**src/rtl/debug_trace_unit_pkg.sv**
```systemverilog
// -----------------------------------------------------------------------------
// debug_trace_unit_pkg
// Shared definitions for the debug/trace unit:
//   - run-control state encodings
//   - trace entry field layout (LSB offsets and widths as functions of XLEN)
//   - DEPTH legality check
// Optional feature macro: TRACE_WDATA_EN (adds the write-back data field).
// -----------------------------------------------------------------------------
package debug_trace_unit_pkg;

    typedef enum logic [1:0] {
        ST_RUN    = 2'd0,
        ST_HALTED = 2'd1,
        ST_STEP   = 2'd2
    } dbg_state_e;

    localparam int unsigned INSTR_W = 32;
    localparam int unsigned RD_W    = 6;   // {regwrite, rd}

    // Entry layout, LSB first: PC | instruction | {regwrite, rd} | [data]
    function automatic int unsigned ent_pc_lsb(input int unsigned xlen);
        return 0 * xlen;
    endfunction

    function automatic int unsigned ent_instr_lsb(input int unsigned xlen);
        return xlen;
    endfunction

    function automatic int unsigned ent_rd_lsb(input int unsigned xlen);
        return xlen + INSTR_W;
    endfunction

    function automatic int unsigned ent_data_lsb(input int unsigned xlen);
        return xlen + INSTR_W + RD_W;
    endfunction

    function automatic int unsigned ent_w(input int unsigned xlen);
`ifdef TRACE_WDATA_EN
        return 2 * xlen + INSTR_W + RD_W;
`else
        return xlen + INSTR_W + RD_W;
`endif
    endfunction

    function automatic bit depth_ok(input int unsigned depth);
        return (depth >= 2) && ((depth & (depth - 1)) == 0);
    endfunction

endpackage

```
**src/rtl/debug_trace_unit_ring.sv**
```systemverilog
// -----------------------------------------------------------------------------
// trace_ring_buffer
// Circular buffer of W-bit entries, DEPTH deep (power of two), with
// overwrite-on-full, occupancy count and sticky overflow flag.
// Ports:
//   clk_i, rst_i          clock, asynchronous active-high reset
//   push_i, data_i        write an entry
//   pop_ready_i           host accepts the head entry
//   pop_valid_o, data_o   head entry (data_o is 0 while empty)
//   count_o               entries held
//   overflow_o            sticky; an unread entry was overwritten
// -----------------------------------------------------------------------------
module trace_ring_buffer #(
    parameter int unsigned W     = 8,
    parameter int unsigned DEPTH = 16
) (
    input  logic                     clk_i,
    input  logic                     rst_i,
    input  logic                     push_i,
    input  logic [W-1:0]             data_i,
    input  logic                     pop_ready_i,
    output logic                     pop_valid_o,
    output logic [W-1:0]             data_o,
    output logic [$clog2(DEPTH):0]   count_o,
    output logic                     overflow_o
);
    localparam int unsigned AW = $clog2(DEPTH);
    localparam logic [AW:0]   CNT_FULL = (AW+1)'(DEPTH);
    localparam logic [AW:0]   CNT_ONE  = (AW+1)'(1);
    localparam logic [AW-1:0] PTR_ONE  = AW'(1);

    logic [W-1:0]  mem_q [DEPTH];
    logic [AW-1:0] wr_q, wr_d, rd_q, rd_d;
    logic [AW:0]   cnt_q, cnt_d;
    logic          ovf_q, ovf_d;
    logic          pop;

    assign pop_valid_o = (cnt_q != '0);
    assign pop         = pop_valid_o & pop_ready_i;

    always_comb begin
        wr_d  = wr_q;
        rd_d  = rd_q;
        cnt_d = cnt_q;
        ovf_d = ovf_q;
        if (push_i) begin
            wr_d = wr_q + PTR_ONE;
        end
        if (push_i && pop) begin
            rd_d = rd_q + PTR_ONE;
        end else if (push_i) begin
            if (cnt_q == CNT_FULL) begin
                // Write pointer has caught the read pointer: drop the oldest.
                rd_d  = rd_q + PTR_ONE;
                ovf_d = 1'b1;
            end else begin
                cnt_d = cnt_q + CNT_ONE;
            end
        end else if (pop) begin
            rd_d  = rd_q + PTR_ONE;
            cnt_d = cnt_q - CNT_ONE;
            if (cnt_q == CNT_ONE) begin
                ovf_d = 1'b0;
            end
        end
    end

    always_ff @(posedge clk_i or posedge rst_i) begin
        if (rst_i) begin
            wr_q  <= '0;
            rd_q  <= '0;
            cnt_q <= '0;
            ovf_q <= 1'b0;
        end else begin
            wr_q  <= wr_d;
            rd_q  <= rd_d;
            cnt_q <= cnt_d;
            ovf_q <= ovf_d;
        end
    end

    // Entry storage carries no reset; stale contents are masked by count.
    always_ff @(posedge clk_i) begin
        if (push_i) begin
            mem_q[wr_q] <= data_i;
        end
    end

    assign data_o     = pop_valid_o ? mem_q[rd_q] : '0;
    assign count_o    = cnt_q;
    assign overflow_o = ovf_q;

endmodule

```
**src/rtl/debug_trace_unit.sv**
```systemverilog
// -----------------------------------------------------------------------------
// debug_trace_unit
// Debug/trace block beside the RISC-V datapath: run/halt/single-step control
// gating the core clock-enable, NUM_BREAK PC breakpoint comparators with
// sticky hit flags, and a DEPTH-entry trace of retired instructions read back
// through a valid/ready pop port.
// Optional feature macro: TRACE_WDATA_EN -- when defined the trace stores the
// write-back data and oPopData returns it; otherwise oPopData is 0.
// Ports:
//   clock, reset                    clock, asynchronous active-high reset
//   iValid/iPC/iInstruction/
//   iRegWrite/iRd/iWriteData        retiring instruction (used when oCoreEn=1)
//   iHaltReq/iRunReq/iStepReq       run control requests
//   iBreakEn/iBreakAddr             breakpoint enables and packed addresses
//   iPopReady                       host accepts head entry
//   oCoreEn, oState, oBreakHit      run control status
//   oPopValid/oPopPC/oPopInstr/
//   oPopRd/oPopData                 head trace entry
//   oCount, oOverflow               trace occupancy and sticky overflow
// -----------------------------------------------------------------------------
module debug_trace_unit
    import debug_trace_unit_pkg::*;
#(
    parameter int unsigned XLEN      = 32,
    parameter int unsigned DEPTH     = 16,
    parameter int unsigned NUM_BREAK = 2
) (
    input  logic                      clock,
    input  logic                      reset,
    input  logic                      iValid,
    input  logic [XLEN-1:0]           iPC,
    input  logic [31:0]               iInstruction,
    input  logic                      iRegWrite,
    input  logic [4:0]                iRd,
    input  logic [XLEN-1:0]           iWriteData,
    input  logic                      iHaltReq,
    input  logic                      iRunReq,
    input  logic                      iStepReq,
    input  logic [NUM_BREAK-1:0]      iBreakEn,
    input  logic [NUM_BREAK*XLEN-1:0] iBreakAddr,
    input  logic                      iPopReady,
    output logic                      oCoreEn,
    output logic [1:0]                oState,
    output logic [NUM_BREAK-1:0]      oBreakHit,
    output logic                      oPopValid,
    output logic [XLEN-1:0]           oPopPC,
    output logic [31:0]               oPopInstr,
    output logic [5:0]                oPopRd,
    output logic [XLEN-1:0]           oPopData,
    output logic [$clog2(DEPTH):0]    oCount,
    output logic                      oOverflow
);
    localparam int unsigned EW = ent_w(XLEN);

    if (!depth_ok(DEPTH) || NUM_BREAK < 1 || NUM_BREAK > 8) begin : g_bad_param
        $error("debug_trace_unit: DEPTH must be a power of two >= 2, NUM_BREAK 1..8");
    end

    dbg_state_e           state_q, state_d;
    logic [NUM_BREAK-1:0] hit_q, hit_d;
    logic [NUM_BREAK-1:0] match;
    logic                 retire;
    logic [EW-1:0]        entry, head;

    assign retire = iValid & oCoreEn;

    always_comb begin
        match = '0;
        for (int k = 0; k < NUM_BREAK; k++) begin
            if (retire && iBreakEn[k] && (iPC == iBreakAddr[k*XLEN +: XLEN])) begin
                match[k] = 1'b1;
            end
        end
    end

    // State register
    always_ff @(posedge clock or posedge reset) begin
        if (reset) begin
            state_q <= ST_HALTED;
            hit_q   <= '0;
        end else begin
            state_q <= state_d;
            hit_q   <= hit_d;
        end
    end

    // Next-state logic
    always_comb begin
        state_d = state_q;
        case (state_q)
            ST_RUN: begin
                if (iHaltReq || (match != '0)) state_d = ST_HALTED;
            end
            ST_HALTED: begin
                if (iRunReq && !iHaltReq) state_d = ST_RUN;
                else if (iStepReq)        state_d = ST_STEP;
            end
            ST_STEP: begin
                if (retire || iHaltReq) state_d = ST_HALTED;
            end
            default: state_d = ST_HALTED;
        endcase
        // A run request clears old hits; a hit on the same cycle still sticks.
        hit_d = (iRunReq ? '0 : hit_q) | match;
    end

    // Outputs
    always_comb begin
        oCoreEn = (state_q != ST_HALTED);
        oState  = state_q;
    end

    assign oBreakHit = hit_q;

`ifdef TRACE_WDATA_EN
    assign entry = {iWriteData, iRegWrite, iRd, iInstruction, iPC};
`else
    logic unused_wdata;
    assign unused_wdata = ^iWriteData;
    assign entry = {iRegWrite, iRd, iInstruction, iPC};
`endif

    trace_ring_buffer #(
        .W     (EW),
        .DEPTH (DEPTH)
    ) u_ring (
        .clk_i       (clock),
        .rst_i       (reset),
        .push_i      (retire),
        .data_i      (entry),
        .pop_ready_i (iPopReady),
        .pop_valid_o (oPopValid),
        .data_o      (head),
        .count_o     (oCount),
        .overflow_o  (oOverflow)
    );

    assign oPopPC    = head[ent_pc_lsb(XLEN)    +: XLEN];
    assign oPopInstr = head[ent_instr_lsb(XLEN) +: INSTR_W];
    assign oPopRd    = head[ent_rd_lsb(XLEN)    +: RD_W];
`ifdef TRACE_WDATA_EN
    assign oPopData  = head[ent_data_lsb(XLEN)  +: XLEN];
`else
    assign oPopData  = '0;
`endif

endmodule

```
**config.mk**
```make
export PLATFORM = sky130hd
export DESIGN_NAME = debug_trace_unit
export DESIGN_NICKNAME = d
export VERILOG_FILES = /design/src/rtl/debug_trace_unit_pkg.sv /design/src/rtl/debug_trace_unit_ring.sv /design/src/rtl/debug_trace_unit.sv
export SDC_FILE = /design/constraint.sdc
export NUM_CORES = 1
export LEC_CHECK = 0
export BUFFER_PORTS_ARGS = -buffer_cell sky130_fd_sc_hd__buf_2
export CAP_MARGIN = 20
export CORE_ASPECT_RATIO = 1.75
export CORE_MARGIN = 4
export CORE_UTILIZATION = 45
export DETAILED_ROUTE_END_ITERATION = 8
export GPL_ROUTABILITY_DRIVEN = 0
export MAX_ROUTING_LAYER = met4
export PLACE_DENSITY_LB_ADDON = 0.08
export SLEW_MARGIN = 5
export SYNTH_ARGS = -nofsm -noshare
export SYNTH_HDL_FRONTEND = slang
export SYNTH_HIERARCHICAL = 1
export SYNTH_SLANG_ARGS = --single-unit
```
**constraint.sdc**
```tcl
create_clock -name clock -period 6.3 [get_ports clock]
set_clock_uncertainty 0.2 [all_clocks]
set_input_delay 1.26 -clock clock [delete_from_list [all_inputs] [get_ports clock]]
set_output_delay 1.26 -clock clock [all_outputs]
set_load 0.005 [all_outputs]
```
==> metrics.cfg, run 1 <==
[timing]
worst_pin_slew_ns = 1.03
timing.final.crit_share_pct = 82.0
setup_viol = 0
tns_ns = 0
slew_headroom_pct = 31.5
min_period_ns = 5.17
rsz0062_at_grt = false
hold_viol_final = 0
fmax_mhz = 194
maxSlewViolCount = 0

[worst_setup_path]
critPathKind = reg2out
critical_path_peak_fanout = 48
start_kind = flip-flop
cpPeakStageDelay_ns = 0.97
cpMostUsedCell = a211oi_1
cp.arrival_ns = 3.71
crit_chain = buf_4 -> mux4_2 -> nor2b_1 -> a211oi_1 -> a211oi_1 -> buf_2
required_ns = 4.84
slowest_stage = dfrtp_4
cp-end-kind = output pin

[clock_network]
cts.clk_slew.worst_paths_ns = 0.07
clock_latency_ns = 0.71
clockBufferDepth = 3
postCtsResizedCells = 0
ctsHoldBuffers = 0
h-tree-depth = 3
clockRootBuffer = clkbuf_16
post_cts_buffers = 0
cts_made_buffers = 101
clock_sinks = 1138
cts_tree = yes

[power_and_ir_drop]
ir_worst_vdd_uv = 230
power_density_mw_per_mm2 = 432
p_leak_uw = 0.0165

[logic_synthesis]
yosys.area.top_type = edfxtp_1
netlist_instances = 2035
synth_cell_types = 48
synth-seq-area-share_pct = 75.9
synth.ff_latch_count = 1138
synth_top_area_share_pct = 74.9
synth_flop_cell = edfxtp_1
synth_area_leaders = edfxtp_1 (75%), mux4_2 (14%), a211oi_1 (2.3%), mux2i_1 (1.6%), xnor2_1 (1.2%)
synth_area_sq_mm = 0.0449
synth_edf_count = 1120
avgSynthCellArea_sq_um = 22.1
ys_warn_count = 6
async_flop_share_pct = 1.58

[cells_and_area]
fillers = 8032
regArea_sq_mm = 0.0341
syn_to_final_growth_pct = 14.1
drive_gt1_share_pct = 31.2
multiInputGateArea_sq_mm = 0.0100
final_nets = 2501
final_cell_area_sq_mm = 0.0512
most-common-layout-cells = edfxtp_1 (1120), mux4_2 (280), buf_2 (224)
final_common_cell = edfxtp_1

[global_route]
grt_pass1_wl_um = 158000
track_usage_pct = 21.4
first_global_vias = 23480
antenna_found_initial = 5
grt_overflow = 0
grt_max_degree = 71

[die]
dieWidth_um = 247
fp-row-count = 153
start_util_pct = 45.3
dieArea_sq_mm = 0.105
pin_count = 289
die_h_um = 426
core_sq_mm = 0.0992

[detailed_routing]
routed.top_layer = met4
dr.pass1.iters = 6
route.met3.wl_um = 4330
ant_nets = 0
drc = 0
vias_per_cell = 5.71
drtIter0Drc = 1413
wl_met2_um = 58600
routedWlPerCell_um = 28.9
drt-met1-wl_um = 42500
drt-total-wl_um = 107000
vias = 21274

[placement]
dp_hpwl_um = 59100
io_buffers = 224
placed_area_sq_mm = 0.0477

[hold_path]
min_path_type = reg2reg

[flow_run]
maxCapViolCount = 0

[run_status]
outcome = completed

cell families after synthesis:
| logic type | count (synthesis) | share of synthesized area (%) |
|---|---|---|
| simple gates | 149 | 2.02 |
| mux | 353 | 15.7 |
| other cells | 1 | 0.00835 |
| compound gates | 153 | 2.51 |
| buf+inv | 158 | 2.19 |
| flops | 1138 | 75.9 |
| fa+ha+maj | 10 | 0.279 |
| xor+xnor | 73 | 1.42 |
synth_stat cells, types with 18 or more instances:
cell	count
mux4_2	280
xnor2_1	63
nand4_1	19
edfxtp_1	1120
a211oi_1	138
mux2i_1	71
buf_2	35
buf_6	18
clkbuf_1	36
buf_4	50
nor2b_1	69
critical path: cells and delay by family (launching register included):
kind,cells,cell delay [ns]
flops,1,0.97
simple gates,1,0.14
compound gates,2,0.69
mux,1,0.31
buf+inv,2,0.86
state kept, by name, indices dropped and copies added, names as in the netlist:
register,cells
u_ring/mem_q,1120
u_ring/count_o,5
u_ring/rd_q,4
u_ring/wr_q,4
oBreakHit,2
oState,2
u_ring/overflow_o,1
where the power goes:
group          switching (uW)  leakage (uW)  total [uW]  internal, uW
clock                    2760       0.00172        6580          3820
combinational            3220       0.00443        6220          3000
sequential                456        0.0103        9320          8860
path summary, 6_finish.rpt:
kind / cells past startpoint / from / endpoint / slack, ns
min in group asynchronous: 2 / reset / oBreakHit[0] / 0.37
worst max-delay path: 6 / u_ring/rd_q[2] / oPopInstr[24] / 1.13
max in group asynchronous: 2 / reset / u_ring/rd_q[3] / 4.90
worst min register to register: 2 / oBreakHit[1] / oBreakHit[1] / 0.34
worst max register to register: 10 / u_ring/count_o[0] / u_ring/rd_q[1] / 2.55
worst min-delay path: 2 / oBreakHit[1] / oBreakHit[1] / 0.34
stage by stage:
stage	hold WS (ns)	util [%]	cells	power (uW)	setup slack [ns]
after floorplan	0.293	-	2066	13700	1.98
after global placement	0.308	48.1	3530	15800	1.75
after detailed placement	0.326	48.1	3530	15900	1.77
after CTS	0.315	51.7	3721	22500	0.989
after global routing	0.351	51.7	3723	23200	0.955
final	0.341	51.7	3723	22100	1.13
routing by layer:
metal | up-vias | GRT usage [%]
li1 | 9051 | -
met1 | 11555 | 26.1
met2 | 542 | 38.1
met3 | 126 | 2.54
met4 | 0 | 5.46
met5 | - | -
cell type report:
class,count,share of cell area [%]
timing repair buffer,291,3.71
tap,1317,3.22
multi-input combinational,770,19.5
clock inverter,63,1.65
inverter,14,0.103
clock buffer,128,5.25
sequential,1138,66.5
antenna,2,0.00977
(Power assumes the default switching activity.)
==> inputs of run 2 (changes only) <==
--- a/config.mk
+++ b/config.mk
@@ -5,6 +5,7 @@
 export SDC_FILE = /design/constraint.sdc
 export NUM_CORES = 1
 export LEC_CHECK = 0
+export ABC_AREA = 1
 export BUFFER_PORTS_ARGS = -buffer_cell sky130_fd_sc_hd__buf_2
 export CAP_MARGIN = 20
 export CORE_ASPECT_RATIO = 1.75
==> constraint.sdc (replaced) <==
create_clock -name clock -period 4.3 [get_ports clock]
set_clock_uncertainty 0.2 [all_clocks]
set_input_delay 0.86 -clock clock [delete_from_list [all_inputs] [get_ports clock]]
set_output_delay 0.86 -clock clock [all_outputs]
set_load 0.005 [all_outputs]
==> metrics.cfg, run 2 <==
[cells_and_area]
syn_to_final_growth_pct = 13.4
final_nets = 5171  ; +110%
largest_register = u_ring/mem_q
final_common_cell = nand2_1
largest_reg_flops = 1120  ; unchanged
multiInputGateArea_sq_mm = 0.0118  ; +18%
fin_util_pct = 51.5  ; -0.15 points
fillers = 9594  ; +19%
drive_gt1_share_pct = 10.4  ; -21 points
most-common-layout-cells = nand2_1 (1805), edfxtp_1 (1120), nand3_1 (714)
regArea_sq_mm = 0.0341  ; unchanged

[logic_synthesis]
synth_area_leaders = edfxtp_1 (68%), nand2_1 (14%), nand3_1 (7.2%), inv_1 (4.8%), buf_2 (1.2%)
yosys.area.top_type = edfxtp_1
synth_top_family_by_area = simple AND/OR/NAND/NOR gates
synth_cell_types = 28  ; -42%
synth_flop_cell = edfxtp_1
netlist_instances = 4787  ; +140%
synth_simple_gate_area_share_pct = 21.4  ; +19 points
synth_edf_count = 1120  ; unchanged
synth-seq-area-share_pct = 68.8  ; -7.1 points
synth_compound_area_share_pct = 1.06  ; -1.4 points
synth.ff_latch_count = 1138  ; unchanged
synthAdderAreaFrac_pct = 0.252  ; -0.026 points
avgSynthCellArea_sq_um = 10.4  ; -53%
ys_warn_count = 6  ; unchanged
synth_common_cells = nand2_1 (1805), edfxtp_1 (1120), nand3_1 (714)
synth_top_area_share_pct = 67.9  ; -7.0 points
synthMuxAreaShare_pct = 0  ; -16 points
async_flop_share_pct = 1.58  ; unchanged
synthXorXnorAreaFrac_pct = 0.619  ; -0.81 points
synth_area_sq_mm = 0.0496  ; +10%
yosysMostFrequentCell = nand2_1

[timing]
hold_viol_final = 0  ; unchanged
finalHoldWorstSlack_ns = 0.117  ; -0.225 ns
worst_slack_ns = 0.0719  ; -1.06 ns
maxSlewViolCount = 0  ; unchanged
min_period_ns = 4.23
worst_pin_slew_ns = 0.930  ; -0.0968 ns
rsz0062_at_grt = true
fmax_mhz = 237
timing.final.crit_share_pct = 98.3
tns_ns = 0  ; unchanged
slew_headroom_pct = 37.9  ; +6.3 points
setup_viol = 0  ; unchanged

[die]
dieArea_sq_mm = 0.116  ; +10%
dieWidth_um = 259  ; +4.9%
die_h_um = 447  ; +5.0%
pin_count = 289  ; unchanged
fp-row-count = 160  ; +4.6%
start_util_pct = 45.4  ; +0.13 points
core_sq_mm = 0.109  ; +10%

[worst_setup_path]
required_ns = 3.24  ; -1.60 ns
ff2ff_setup_slack_ns = 1.35  ; -1.20 ns
r2r_end = u_ring/rd_q[1]
start_kind = flip-flop
cp-end-kind = output pin
critPathKind = reg2out
rr_startpoint = u_ring/count_o[0]
cp.arrival_ns = 3.17  ; -0.54 ns
r2r_cells = 13  ; +3
critical_path_peak_fanout = 162  ; +240%

[power_and_ir_drop]
power_density_mw_per_mm2 = 624  ; +44%
p_leak_uw = 0.0235  ; +43%
ir_worst_vdd_uv = 470  ; +100%

[placement]
dp_slack_ns = 0.523  ; -1.24 ns
io_buffers = 224  ; unchanged
dp_hpwl_um = 71500  ; +21%

[global_route]
antenna_found_initial = 10  ; +5
grt_max_degree = 163  ; +130%
grt_pass1_wl_um = 199000  ; +26%
track_usage_pct = 23.6  ; +2.2 points
grt_overflow = 0  ; unchanged
first_global_vias = 32032  ; +36%

[detailed_routing]
vias = 33091  ; +56%
routedWlPerCell_um = 20.5  ; -29%
ant_nets = 0  ; unchanged
vias_per_cell = 5.06  ; -11%
dr.pass1.iters = 6  ; unchanged
drt-total-wl_um = 134000  ; +24%
drc = 0  ; unchanged
drtIter0Drc = 2398  ; +70%

[clock_network]
clock_sinks = 1138  ; unchanged
clockBufferDepth = 3  ; unchanged
clockRootBuffer = clkbuf_16
cts.clk_slew.worst_paths_ns = 0.06  ; about the same
cts_made_buffers = 108  ; +6.9%
clock_latency_ns = 0.71  ; about the same
cts_tree = yes
h-tree-depth = 3  ; unchanged

[run_status]
outcome = completed

[hold_path]
min_path_type = in2reg
min_from = iStepReq
hold_path_depth = 2  ; unchanged
hold-path-endpoint = oState[0]

[flow_run]
maxCapViolCount = 0  ; unchanged

[run 2: worst max-delay path, cell delays in order, from the launching register on]
cell and delay [ns]:
dfrtp_4 0.68, buf_16 0.47, nand2_1 0.12, nand2_1 0.11, nand2_1 0.05, nand3_1 0.09
nand3_1 0.08, a21oi_1 0.40, buf_2 0.21
[run 2: timing repair]
| item | in CTS | in global routing |
|---|---|---|
| hold endpoints to repair | 3 | 0 |
| setup buffers | 0 | 1 |
| endpoints found under the setup margin | 54 | 27 |
| hold buffers | 1 | 0 |
| resized for setup | 7 | 7 |
| pin swaps | 0 | 0 |
[run 2: power by group]
part	internal [uW]	leakage, uW	switching, uW
Sequential	13000	0.0103	317
Combinational	3890	0.0116	8700
Clock	5090	0.00164	4090
[run 2: per-stage QoR]
| stage | cells | cell area (sq um) | power, uW |
|---|---|---|---|
| finish | 6538 | 56200 | 35100 |
| global route | 6538 | 56200 | 37200 |
| CTS | 6535 | 56200 | 35400 |
| detailed placement | 6332 | 52700 | 26200 |
| global placement | 6332 | 52700 | 26100 |
| floorplan | 4818 | 49700 | 21300 |
[run 2: logic make-up after synthesis]
kind of cell               Yosys count
and+or+nand+nor                   2581
DFF                               1138
buffers and inverters              920
AOI/OAI and AO/OA                  102
xor gates and xnor gates            35
adders and majority gates           10
other                                1
[run 2: layer usage]
layer | part of all wire (%) | GRT usage (%) | vias to the layer above
met5 | 0 | - | -
met4 | 2.2 | 6.02 | 0
met3 | 4.5 | 2.93 | 204
met2 | 53 | 42.1 | 890
met1 | 41 | 28.7 | 16066
li1 | - | - | 15931
[run 2: how the worst max path moves through the flow]
| stage | startpoint | to | slack, ns | depth (start not counted) |
|---|---|---|---|---|
| 3_5_place_dp | u_ring/rd_q[0] | oPopInstr[18] | 0.52 | 9 |
| 6_report | u_ring/rd_q[0] | oPopPC[12] | 0.07 | 8 |
| 2_1_floorplan | iValid | u_ring/mem_q[15][0] | -1.09 | 5 |
| 5_1_grt | u_ring/rd_q[0] | oPopInstr[27] | -0.06 | 9 |
| 4_1_cts | u_ring/rd_q[0] | oPopRd[5] | -0.06 | 8 |
| 3_3_place_gp | u_ring/rd_q[0] | oPopInstr[17] | 0.47 | 9 |
[run 2: layout make-up]
type / instances / area share, %
Tap cell: 1458 / 3.25
Multi-Input combinational cell: 2760 / 21.1
Clock inverter: 56 / 0.784
Inverter: 647 / 4.38
Antenna cell: 2 / 0.00890
Clock buffer: 146 / 5.23
Timing Repair Buffer: 331 / 4.63
Sequential cell: 1138 / 60.7
